[src/rtl/stream_to_mem_dma.sv]
// Stream-to-memory DMA: pops words from an upstream FIFO and writes them to consecutive byte addresses.
// Optional sticky completion interrupt is compiled in with `define DMA_IRQ_EN.
module stream_to_mem_dma #(
  parameter int ADDR_WIDTH = 32,
  parameter int DATA_WIDTH = 32,
  parameter int LEN_WIDTH  = 16
) (
  input  logic                    clk,
  input  logic                    resetn,
  input  logic                    cfg_start,
  input  logic [ADDR_WIDTH-1:0]   cfg_addr,
  input  logic [LEN_WIDTH-1:0]    cfg_len,
  output logic                    busy,
  output logic                    done,
  input  logic [DATA_WIDTH-1:0]   in_data,
  input  logic                    in_valid,
  output logic                    in_ready,
  output logic                    mem_valid,
  input  logic                    mem_ready,
  output logic [ADDR_WIDTH-1:0]   mem_addr,
  output logic [DATA_WIDTH-1:0]   mem_wdata,
  output logic [DATA_WIDTH/8-1:0] mem_wstrb,
  output logic                    irq,
  input  logic                    irq_clear
);

  localparam int STRB_WIDTH = DATA_WIDTH / 8;
  localparam logic [ADDR_WIDTH-1:0] ADDR_STEP = ADDR_WIDTH'(STRB_WIDTH);

  typedef enum logic [1:0] {
    IDLE,
    FETCH,
    WRITE,
    DONE
  } state_t;

  state_t                state_q, state_d;
  logic [ADDR_WIDTH-1:0] ptr_q;
  logic [LEN_WIDTH-1:0]  rem_q;
  logic [DATA_WIDTH-1:0] data_q;

  wire start_ok  = (state_q == IDLE) && cfg_start && (cfg_len != '0);
  wire last_word = (rem_q == LEN_WIDTH'(1));

  // NOTE: sequential state uses non-blocking assignments so every register
  // samples pre-edge values, independent of block ordering.
  always_ff @(posedge clk) begin
    if (!resetn) state_q <= IDLE;
    else         state_q <= state_d;
  end

  // NOTE: every output and next-state signal gets a default first, so no
  // path through the case can leave one unassigned and infer a latch.
  always_comb begin
    state_d   = state_q;
    busy      = 1'b1;
    done      = 1'b0;
    in_ready  = 1'b0;
    mem_valid = 1'b0;
    unique case (state_q)
      IDLE: begin
        busy = 1'b0;
        if (cfg_start) state_d = (cfg_len == '0) ? DONE : FETCH;
      end
      FETCH: begin
        in_ready = 1'b1;
        if (in_valid) state_d = WRITE;
      end
      WRITE: begin
        mem_valid = 1'b1;
        if (mem_ready) state_d = last_word ? DONE : FETCH;
      end
      DONE: begin
        done    = 1'b1;
        state_d = IDLE;
      end
      default: state_d = IDLE;
    endcase
  end

  // NOTE: the data register is a single word, not a memory array, so it is
  // cheap to reset and gives mem_wdata a defined value out of reset.
  always_ff @(posedge clk) begin
    if (!resetn) begin
      ptr_q  <= '0;
      rem_q  <= '0;
      data_q <= '0;
    end else begin
      if (start_ok) begin
        ptr_q <= cfg_addr;
        rem_q <= cfg_len;
      end
      if (state_q == FETCH && in_valid) data_q <= in_data;
      if (state_q == WRITE && mem_ready) begin
        ptr_q <= ptr_q + ADDR_STEP;   // wraps modulo 2^ADDR_WIDTH
        rem_q <= rem_q - LEN_WIDTH'(1);
      end
    end
  end

  assign mem_addr  = ptr_q;
  assign mem_wdata = data_q;
  assign mem_wstrb = '1;

`ifdef DMA_IRQ_EN
  logic irq_q;

  // Set has priority so a clear arriving with done cannot lose the event.
  always_ff @(posedge clk) begin
    if (!resetn)        irq_q <= 1'b0;
    else if (done)      irq_q <= 1'b1;
    else if (irq_clear) irq_q <= 1'b0;
  end

  assign irq = irq_q;
`else
  // Interrupt compiled out: irq is constant zero and irq_clear has no effect.
  assign irq = 1'b0 & irq_clear;
`endif

endmodule

[config.mk]
export PLATFORM = sky130hd
export DESIGN_NAME = stream_to_mem_dma
export DESIGN_NICKNAME = d
export VERILOG_FILES = /design/src/rtl/stream_to_mem_dma.sv
export SDC_FILE = /design/constraint.sdc
export NUM_CORES = 1
export LEC_CHECK = 0
export BUFFER_PORTS_ARGS = -buffer_cell sky130_fd_sc_hd__buf_2
export CAP_MARGIN = 10
export CORE_MARGIN = 3
export CORE_UTILIZATION = 45
export DETAILED_ROUTE_END_ITERATION = 10
export HOLD_SLACK_MARGIN = 0.15
export PLACE_DENSITY = 0.78
export SYNTH_ARGS = -nofsm -noshare
export SYNTH_HDL_FRONTEND = slang
export SYNTH_SLANG_ARGS = --single-unit
[constraint.sdc]
create_clock -name clk -period 3.17 [get_ports clk]
set_input_delay 0.317 -clock clk [delete_from_list [all_inputs] [get_ports clk]]
set_output_delay 0.317 -clock clk [all_outputs]
set_load 0.05 [all_outputs]
==> results.sh, run 1 <==
export IMPL_status="finished, final reports clean"
export IMPL_rsz0062_at_grt="no"
export IMPL_antenna_cells=0
export IMPL_drt_iter0_drc=232
export IMPL_syn_to_final_growth_pct=26.6
export IMPL_tightest_slew_ns=1.04
export IMPL_hold_start="in_data[6]"
export IMPL_ctsResizeCount=0
export IMPL_timing_rr_start="state_q[1]$_SDFFE_PN0P_"
export IMPL_setup_viol=0
export IMPL_cts_inserted_buffers=9
export IMPL_ys_ff_latch=82
export IMPL_clock_path_buffers=2
export IMPL_drive_above_1_share_pct=29.4
export IMPL_multiInputGateArea_sq_mm=0.00205
export IMPL_drv_cap=0
export IMPL_portBuffers=152
export IMPL_root_buffer="clkbuf_8"
export IMPL_synth_most_common_cell="nand2_1"
export IMPL_irDropWorstVdd_mv=0.271
export IMPL_crit_chain="and3b_1 -> and3_1 -> nand2_1 -> or3_1 -> a31oi_1"
export IMPL_critical_path_slowest_cell="and3b_1"
export IMPL_max_stage_delay_ns=0.63
export IMPL_crit_path_end_kind="register"
export IMPL_crit_type="register to register"
export IMPL_htree_levels=3
export IMPL_grt_usage_pct=22.7
export IMPL_pin_count=159
export IMPL_postSynthAreaPerCell_sq_um=7.85
export IMPL_tritoncts="done"
export IMPL_grt_use_met2_pct=36.1
export IMPL_grt_busiest_layer="met2"
export IMPL_dieWidth_um=98.6
export IMPL_grtUsageMet3_pct=7.78
export IMPL_antenna_found_initial=0
export IMPL_relSlewSlack_pct=30.5
export IMPL_syn_inst=491
export IMPL_synth_top_area_cell="dfxtp_1"
export IMPL_crit_family="simple AND/OR/NAND/NOR gates"
export IMPL_critPathLaunchType="register"
export IMPL_first_pass_iters=5
export IMPL_finClkSkew_ns=0.0144
export IMPL_synth_common_cells="100 x nand2_1, 82 x dfxtp_1, 71 x a21oi_1"
export IMPL_ys_flop_type="dfxtp_1"
export IMPL_remaining_drc_errors=0
export IMPL_synth_async_sr_flop_share_pct=0
export IMPL_postCtsSetupRepairBufs=0
export IMPL_grt_max_degree=34
export IMPL_finalWorstSetupSlack_ns=1.04
export IMPL_synth_edf_count=0
export IMPL_p_per_area_mw_per_mm2=495
export IMPL_timing_setup_tns_ns=0
export IMPL_max_freq_ghz=0.470
export IMPL_core_area_sq_mm=0.00826
export IMPL_grt_pass1_wl_mm=18.3
export IMPL_slew_violations=0
export IMPL_nFillCells=772
export IMPL_regArea_sq_mm=0.00164
export IMPL_via_per_inst=5.54
export IMPL_vias=4125
export IMPL_min_period_ns=2.13
export IMPL_post_route_period_util_pct=67.2
export IMPL_path_clk_slew_ns=0.09
export IMPL_grt_overflow=0
export IMPL_crit_arrival_ns=2.40
export IMPL_dieArea_sq_mm=0.00972
export IMPL_crit_buf_inv=0
export IMPL_leakagePower_nw=2.13
export IMPL_critPathRequiredTime_ns=3.44
export IMPL_row_count=33
export IMPL_place_ws_ns=0.844
export IMPL_dp_hpwl_mm=8.20
export IMPL_yosys_warnings=0
export IMPL_first_global_vias=3976
export IMPL_hold_class="input pin to register"
export IMPL_gp_congestion=0.839
export IMPL_critical_path_startpoint="state_q[1]$_SDFFE_PN0P_"
export IMPL_clk_latency_ns=0.35
export IMPL_cts_sinks=82
export IMPL_synth_top_area_share_pct=42.6
export IMPL_wl_per_cell_um=15.2
export IMPL_worstPathMaxFanout=14
export IMPL_yosysUniqueCellTypes=51
export IMPL_placed_cell_area_sq_mm=0.00469
export IMPL_fin_area_sq_mm=0.00488
export IMPL_ctsHoldBuffers=0
export IMPL_ant_nets=0
export IMPL_ys_seq_area_share_pct=42.6
export IMPL_start_util_pct=46.7
export IMPL_die_h_um=98.6
export IMPL_synth_area_sq_mm=0.00386
export IMPL_fin_util_pct=59.1
export IMPL_final_nets=723
export IMPL_finalHoldViolCount=0
export IMPL_yosys_top_cells_area="dfxtp_1 43%, nand2_1 9.7%, a21oi_1 9.2%"
export IMPL_drt_wl_total_mm=11.3
export IMPL_use_met1_pct=28.4
-- flip-flops by register name, indices dropped and copies added (netlist names) --
name and cells:
rem_q 16, state_q 2, mem_addr 32, mem_wdata 32
-- stage by stage --
step           std cells  power (mW)  hold slack (ns)
3_3_place_gp         728        1.70            0.439
3_5_place_dp         728        1.71            0.444
6_report             744        2.41            0.199
5_1_grt              744        2.53            0.186
4_1_cts              744        2.43            0.185
2_1_floorplan        494        1.55            0.434
-- path summary, 6_finish.rpt --
path | to | slack [ns] | depth (start not counted)
setup / recovery | rem_q[12]$_SDFFE_PN0P_ | 1.04 | 5
setup reg to reg | rem_q[12]$_SDFFE_PN0P_ | 1.04 | 5
hold / removal | mem_wdata[6]$_SDFFE_PN0P_ | 0.20 | 3
hold reg to reg | mem_addr[0]$_SDFFE_PN0P_ | 0.45 | 2
-- placed cells by master (no fill, tap or decap), types with 4 or more instances in the layout --
cell	count
nand3_1	34
and2_1	4
buf_2	152
dfxtp_1	82
and3_1	7
a21oi_1	71
a22oi_1	4
buf_4	6
nor2_1	23
nor3_1	8
nor4_1	8
clkbuf_8	11
or3_1	8
a31oi_1	16
o211ai_1	10
a2bb2oi_1	11
conb_1	5
o21ai_0	7
inv_1	10
nand4_1	9
nand2_1	100
clkinvlp_4	4
-- worst register-to-register path: stages, from the launching register on --
cell     delay, ns
dfxtp_1       0.49
and3b_1       0.63
and3_1        0.29
nand2_1       0.13
or3_1         0.32
a31oi_1       0.20
-- metal layers --
| metal | vias to the layer above | share of wire (%) | routed length (um) |
|---|---|---|---|
| met3 | 17 | 9.5 | 1080 |
| met5 | - | 0 | 0 |
| met4 | 0 | 1.7 | 188 |
| met2 | 174 | 46 | 5250 |
| met1 | 1900 | 42 | 4780 |
| li1 | 2034 | - | - |
-- power breakdown --
group / switching [mW] / internal, mW
Clock: 0.394 / 0.329
Sequential: 0.0697 / 1.09
Combinational: 0.367 / 0.164
Total: 0.830 / 1.58
-- final cells by class --
| cell class | count | area share (%) |
|---|---|---|
| inverter | 11 | 0.846 |
| clock inverter | 5 | 0.795 |
| tap | 105 | 2.69 |
| sequential | 82 | 33.6 |
| clock buffer | 11 | 3.10 |
| multi-input combinational | 371 | 42.0 |
| timing repair buffer | 159 | 16.9 |
-- cell families (layout without fill, tap and decap cells) --
family / count (synthesis) / count (layout) / synth area share [%]
AOI/OAI and AO/OA: 136 / 136 / 21.6
buffers and inverters: 41 / 186 / 4.54
adders and majority gates: 3 / 3 / 0.973
and+or+nand+nor: 223 / 223 / 29.2
other: 2 / 5 / 0.195
DFF: 82 / 82 / 42.6
xor gates and xnor gates: 4 / 4 / 0.909
Note: power is estimated with default switching activity, not from simulation.
==> run 2: changes to the inputs <==
--- a/config.mk
+++ b/config.mk
@@ -8,10 +8,10 @@
 export BUFFER_PORTS_ARGS = -buffer_cell sky130_fd_sc_hd__buf_2
 export CAP_MARGIN = 10
 export CORE_MARGIN = 3
-export CORE_UTILIZATION = 45
+export CORE_UTILIZATION = 44
 export DETAILED_ROUTE_END_ITERATION = 10
 export HOLD_SLACK_MARGIN = 0.15
-export PLACE_DENSITY = 0.78
+export PLACE_DENSITY = 0.79
 export SYNTH_ARGS = -nofsm -noshare
 export SYNTH_HDL_FRONTEND = slang
 export SYNTH_SLANG_ARGS = --single-unit
==> constraint.sdc (replaced) <==
create_clock -name clk -period 1.75 [get_ports clk]
set_input_delay 0.175 -clock clk [delete_from_list [all_inputs] [get_ports clk]]
set_output_delay 0.175 -clock clk [all_outputs]
set_load 0.05 [all_outputs]
==> run 2 against run 1 <==
Setup slack worse by 1.0 ns. Die area is 2.1% higher. Design area is 25% higher. Power is 96% higher. Clock power is 94% higher. Wire length is 17% higher. Hold slack worse by 0.011 ns. Critical path depth is 1 higher. Sequential share of layout area is 5.4 points lower. Critical endpoint is now rem_q[13]$_SDFFE_PN0P_.
==> results.sh, run 2 (synthesized netlist as in run 1, its figures left out) <==
export IMPL_ant_nets=0
export IMPL_core_area_sq_mm=0.00838
export IMPL_antenna_found_initial=0
export IMPL_slew_violations=0
export IMPL_leakagePower_nw=2.65
export IMPL_final_common_cell="buf_2"
export IMPL_crit_type="register to register"
export IMPL_pin_count=159
export IMPL_placed_cell_area_sq_mm=0.00503
export IMPL_final_cell_mix="152 x buf_2, 99 x nand2_1, 76 x dlygate4sd3_1"
export IMPL_irDropWorstVdd_mv=0.571
export IMPL_drive_above_1_share_pct=34.2
export IMPL_remaining_drc_errors=0
export IMPL_htree_levels=3
export IMPL_critPathLaunchType="register"
export IMPL_timing_rr_start="rem_q[6]$_SDFFE_PN0P_"
export IMPL_timing_setup_tns_ns=0
export IMPL_final_nets=830
export IMPL_r2r_end="rem_q[13]$_SDFFE_PN0P_"
export IMPL_drv_cap=0
export IMPL_dieWidth_um=99.6
export IMPL_cts_sinks=82
export IMPL_min_period_ns=1.73
export IMPL_root_buffer="clkbuf_8"
export IMPL_cts_inserted_buffers=9
export IMPL_fin_area_sq_mm=0.00608
export IMPL_critPathRequiredTime_ns=2.04
export IMPL_critical_path_startpoint="rem_q[6]$_SDFFE_PN0P_"
export IMPL_reg2reg_slack_ns=0.02
export IMPL_die_h_um=99.6
export IMPL_drt_iter0_drc=283
export IMPL_row_count=33
export IMPL_grt_overflow=0
export IMPL_status="finished, final reports clean"
export IMPL_grt_usage_pct=25.9
export IMPL_crit_arrival_ns=2.02
export IMPL_path_clk_slew_ns=0.09
export IMPL_grt_max_degree=45
export IMPL_post_route_period_util_pct=98.6
export IMPL_gp_congestion=0.881
export IMPL_clk_latency_ns=0.36
export IMPL_wl_per_cell_um=15.5
export IMPL_dieArea_sq_mm=0.00992
export IMPL_rr_worst_depth=6
export IMPL_setup_viol=0
export IMPL_first_pass_iters=5
export IMPL_finalWorstSetupSlack_ns=0.0243
export IMPL_finalHoldViolCount=0
export IMPL_p_per_area_mw_per_mm2=778
export IMPL_portBuffers=152
export IMPL_crit_path_end_kind="register"
export IMPL_clock_path_buffers=2
export IMPL_tritoncts="done"
export IMPL_drt_wl_total_mm=13.2
export IMPL_total_power_mw=4.73
export IMPL_worstPathMaxFanout=4
export IMPL_vias=4665
export IMPL_hold_class="input pin to register"
export IMPL_place_ws_ns=-0.00947
export IMPL_dp_hpwl_mm=8.45
export IMPL_syn_to_final_growth_pct=57.6
export IMPL_grt_pass1_wl_mm=21.2
export IMPL_max_freq_ghz=0.579
export IMPL_antenna_cells=0
export IMPL_finClkSkew_ns=0.0126
export IMPL_endpoint="rem_q[13]$_SDFFE_PN0P_"
export IMPL_start_util_pct=46.0
export IMPL_via_per_inst=5.48
export IMPL_first_global_vias=4650
export IMPL_nFillCells=624
==> run 2: layout make-up <==
cell class,instances,area (sq um),area share [%]
sequential,82,1720,28.2
tap,105,131,2.16
clock inverter,6,51.3,0.844
timing repair buffer,266,1870,30.8
clock buffer,10,149,2.45
multi-input combinational,371,2120,34.9
inverter,11,41.3,0.679
==> run 2: timing repair <==
item | 4_1_cts | 5_1_grt
endpoints found under the setup margin | 1 | 13
hold endpoints to repair | 77 | 0
cloned | 0 | 0
gates resized for setup | 0 | 14
hold buffers | 76 | 0
pin swaps | 1 | 5
buffers inserted | 0 | 5
==> run 2: worst min path at each step <==
| stage | startpoint | end | slack, ns | depth (start not counted) |
|---|---|---|---|---|
| after floorplan | resetn | rem_q[6]$_SDFFE_PN0P_ | 0.29 | 1 |
| after global placement | in_data[3] | mem_wdata[3]$_SDFFE_PN0P_ | 0.41 | 3 |
| after detailed placement | cfg_addr[0] | mem_addr[0]$_SDFFE_PN0P_ | 0.42 | 3 |
| after CTS | cfg_len[8] | rem_q[8]$_SDFFE_PN0P_ | 0.17 | 3 |
| after global routing | cfg_len[6] | rem_q[6]$_SDFFE_PN0P_ | 0.18 | 3 |
| final | cfg_len[6] | rem_q[6]$_SDFFE_PN0P_ | 0.19 | 3 |
==> run 2: worst max-delay path, cell delays in order (launching register included) <==
cell	delay (ns)
dfxtp_1	0.34
nor4_2	0.33
buf_4	0.18
nor2b_2	0.18
nand3_1	0.17
o2bb2a_1	0.34
a21oi_1	0.13
==> run 2: through the flow <==
step	utilization (%)	hold slack (ns)	cells
2_1_floorplan	-	0.292	494
3_3_place_gp	60.0	0.415	754
3_5_place_dp	60.0	0.422	754
4_1_cts	71.5	0.168	846
5_1_grt	72.5	0.176	851
6_report	72.5	0.188	851
==> run 2: metal layers <==
metal / track usage, % / part of all wire (%)
met5: 0 / 0
met4: 7.67 / 2.4
met3: 7.22 / 8.7
met2: 45.8 / 50
met1: 30.4 / 39
==> run 2: power breakdown <==
part | internal [mW] | switching [mW] | total, mW | leakage, nW
Combinational | 0.490 | 0.731 | 1.22 | 1.86
Sequential | 1.98 | 0.131 | 2.11 | 0.685
Clock | 0.631 | 0.767 | 1.40 | 0.105
Total | 3.10 | 1.63 | 4.73 | 2.65
==> run 3: changes to the inputs <==
--- a/config.mk
+++ b/config.mk
@@ -5,7 +5,7 @@
 export SDC_FILE = /design/constraint.sdc
 export NUM_CORES = 1
 export LEC_CHECK = 0
-export BUFFER_PORTS_ARGS = -buffer_cell sky130_fd_sc_hd__buf_2
+export BUFFER_PORTS_ARGS = -buffer_cell sky130_fd_sc_hd__buf_4
 export CAP_MARGIN = 10
 export CORE_MARGIN = 3
 export CORE_UTILIZATION = 44
==> run 3 against run 2 <==
Maximum frequency shrank 0.46%. Register-to-register slack is essentially flat. Non-clock buffer count rose by 9. Clock skew fell by 0.0036 ns. Highest routed layer unchanged. Die area unchanged. Global-route usage grew 1.2 points. Critical path depth fell by 1. Setup slack got worse by 0.0079 ns. Combinational power is 11% higher. Sequential power is essentially flat. Hold slack improved by 0.011 ns. Core utilization grew 6.2 points.
==> results.sh, run 3 (synthesized netlist as in run 1, its figures left out) <==
export IMPL_fin_util_pct=78.7
export IMPL_irDropWorstVdd_mv=0.830
export IMPL_critPathRequiredTime_ns=2.02
export IMPL_rsz0062_at_grt="yes"
export IMPL_holdWs_ns=0.199
export IMPL_drt_iter0_drc=273
export IMPL_htree_levels=3
export IMPL_ant_nets=0
export IMPL_final_cell_mix="191 x buf_4, 99 x nand2_1, 78 x dlygate4sd3_1"
export IMPL_use_met1_pct=30.8
export IMPL_grt_pass1_wl_mm=21.9
export IMPL_min_period_ns=1.73
export IMPL_crit_family="simple AND/OR/NAND/NOR gates"
export IMPL_wl_per_cell_um=16.3
export IMPL_critical_path_slowest_cell="or4_1"
export IMPL_p_switching_mw=1.59
export IMPL_max_stage_delay_ns=0.57
export IMPL_post_route_period_util_pct=99.1
export IMPL_p_clk_share_pct=31.5
export IMPL_die_h_um=99.6
export IMPL_via_per_inst=5.52
export IMPL_grt_usage_pct=27.1
export IMPL_clk_latency_ns=0.35
export IMPL_drt_wl_total_mm=14.1
export IMPL_setup_viol=0
export IMPL_crit_type="register to register"
export IMPL_leakagePower_nw=2.80
export IMPL_antenna_found_initial=0
export IMPL_finClkSkew_ns=0.00897
export IMPL_grt_overflow=0
export IMPL_grt_busiest_layer="met2"
export IMPL_start_util_pct=46.0
export IMPL_p_comb_share_pct=26.9
export IMPL_antenna_cells=0
export IMPL_row_count=33
export IMPL_p_int_mw=3.48
export IMPL_crit_buf_inv=0
export IMPL_total_power_mw=5.07
export IMPL_dp_hpwl_mm=8.91
export IMPL_p_per_area_mw_per_mm2=769
export IMPL_final_nets=839
export IMPL_max_freq_ghz=0.577
export IMPL_crit_path_end_kind="register"
export IMPL_first_global_vias=4596
export IMPL_root_buffer="clkbuf_8"
export IMPL_core_area_sq_mm=0.00838
export IMPL_gp_congestion=0.881
export IMPL_pin_count=159
export IMPL_nFillCells=534
export IMPL_grt_max_degree=36
export IMPL_timing_setup_tns_ns=0
export IMPL_sequentialPowerShare_pct=41.6
export IMPL_switching_share_pct=31.3
export IMPL_drive_above_1_share_pct=34.7
export IMPL_vias=4746
export IMPL_clock_path_buffers=2
export IMPL_crit_arrival_ns=2.00
export IMPL_finalHoldViolCount=0
export IMPL_cts_inserted_buffers=9
export IMPL_dieWidth_um=99.6
export IMPL_first_pass_iters=6
export IMPL_tritoncts="done"
export IMPL_remaining_drc_errors=0
export IMPL_crit_chain="nand3b_4 -> or4_1 -> or2_1 -> a2bb2oi_1 -> a21oi_1"
export IMPL_critPathLaunchType="register"
export IMPL_hold_class="input pin to register"
export IMPL_final_common_cell="buf_4"
export IMPL_grtUsageMet3_pct=7.50
export IMPL_grt_use_met2_pct=47.7
export IMPL_syn_to_final_growth_pct=71.0
export IMPL_status="finished, final reports clean"
export IMPL_worstPathMaxFanout=4
export IMPL_dieArea_sq_mm=0.00992
export IMPL_cts_sinks=82
export IMPL_slew_violations=0
export IMPL_drv_cap=0
export IMPL_path_clk_slew_ns=0.08
export IMPL_portBuffers=152
==> run 3: tightest hold or removal path, delay by kind of cell <==
family,cells,cell delay [ns]
AO/OA/AOI/OAI,1,0.13
buffers and inverters,1,0.09
AND/OR/NAND/NOR,1,0.13
==> run 3: path summary, 6_finish.rpt <==
kind / start / to / slack [ns] / depth (start not counted)
setup reg to reg: state_q[0]$_SDFFE_PN0P_ / mem_addr[13]$_SDFFE_PN0P_ / 0.02 / 5
hold reg to reg: mem_wdata[13]$_SDFFE_PN0P_ / mem_wdata[13]$_SDFFE_PN0P_ / 0.46 / 2
hold / removal: cfg_len[7] / rem_q[7]$_SDFFE_PN0P_ / 0.20 / 3
setup / recovery: state_q[0]$_SDFFE_PN0P_ / mem_addr[13]$_SDFFE_PN0P_ / 0.02 / 5
==> run 3: area by class of cell <==
class                   count  area [sq um]  area share [%]
clock buffers              12           156            2.37
clock inverters             4          73.8            1.12
well taps                 105           131            1.99
multi-input cells         371          2140            32.5
flip-flops and latches     82          1710            26.0
inverters                  11          41.3           0.626
repair buffers            275          2330            35.4
==> run 3: power groups by stage <==
| stage | clock (mW) | sequential [mW] | combinational [mW] |
|---|---|---|---|
| floorplan | 0 | 2.41 | 0.400 |
| global placement | 0 | 2.14 | 1.13 |
| detailed placement | 0 | 2.15 | 1.15 |
| CTS | 1.60 | 2.10 | 1.29 |
| global route | 1.68 | 2.13 | 1.45 |
| finish | 1.60 | 2.11 | 1.36 |
==> run 3: routing by layer <==
metal  part of all wire, %  routed length (um)
met5                     0                   0
met4                   2.4                 333
met3                   9.1                1280
met2                    50                7020
met1                    39                5420
==> run 3: through the flow <==
stage | instances | worst slack [ns] | area [sq um]
floorplan | 494 | -0.0433 | 3960
global placement | 756 | 0.0290 | 5440
detailed placement | 756 | 0.0182 | 5440
CTS | 850 | 0.000191 | 6450
global route | 860 | -0.0893 | 6600
finish | 860 | 0.0163 | 6600
==> run 3: timing repair <==
item / in CTS / in global routing
hold buffers: 78 / 0
endpoints found under the setup margin: 0 / 20
resized for setup: 0 / 17
endpoints found under the hold margin: 78 / 0
buffers inserted: 0 / 10
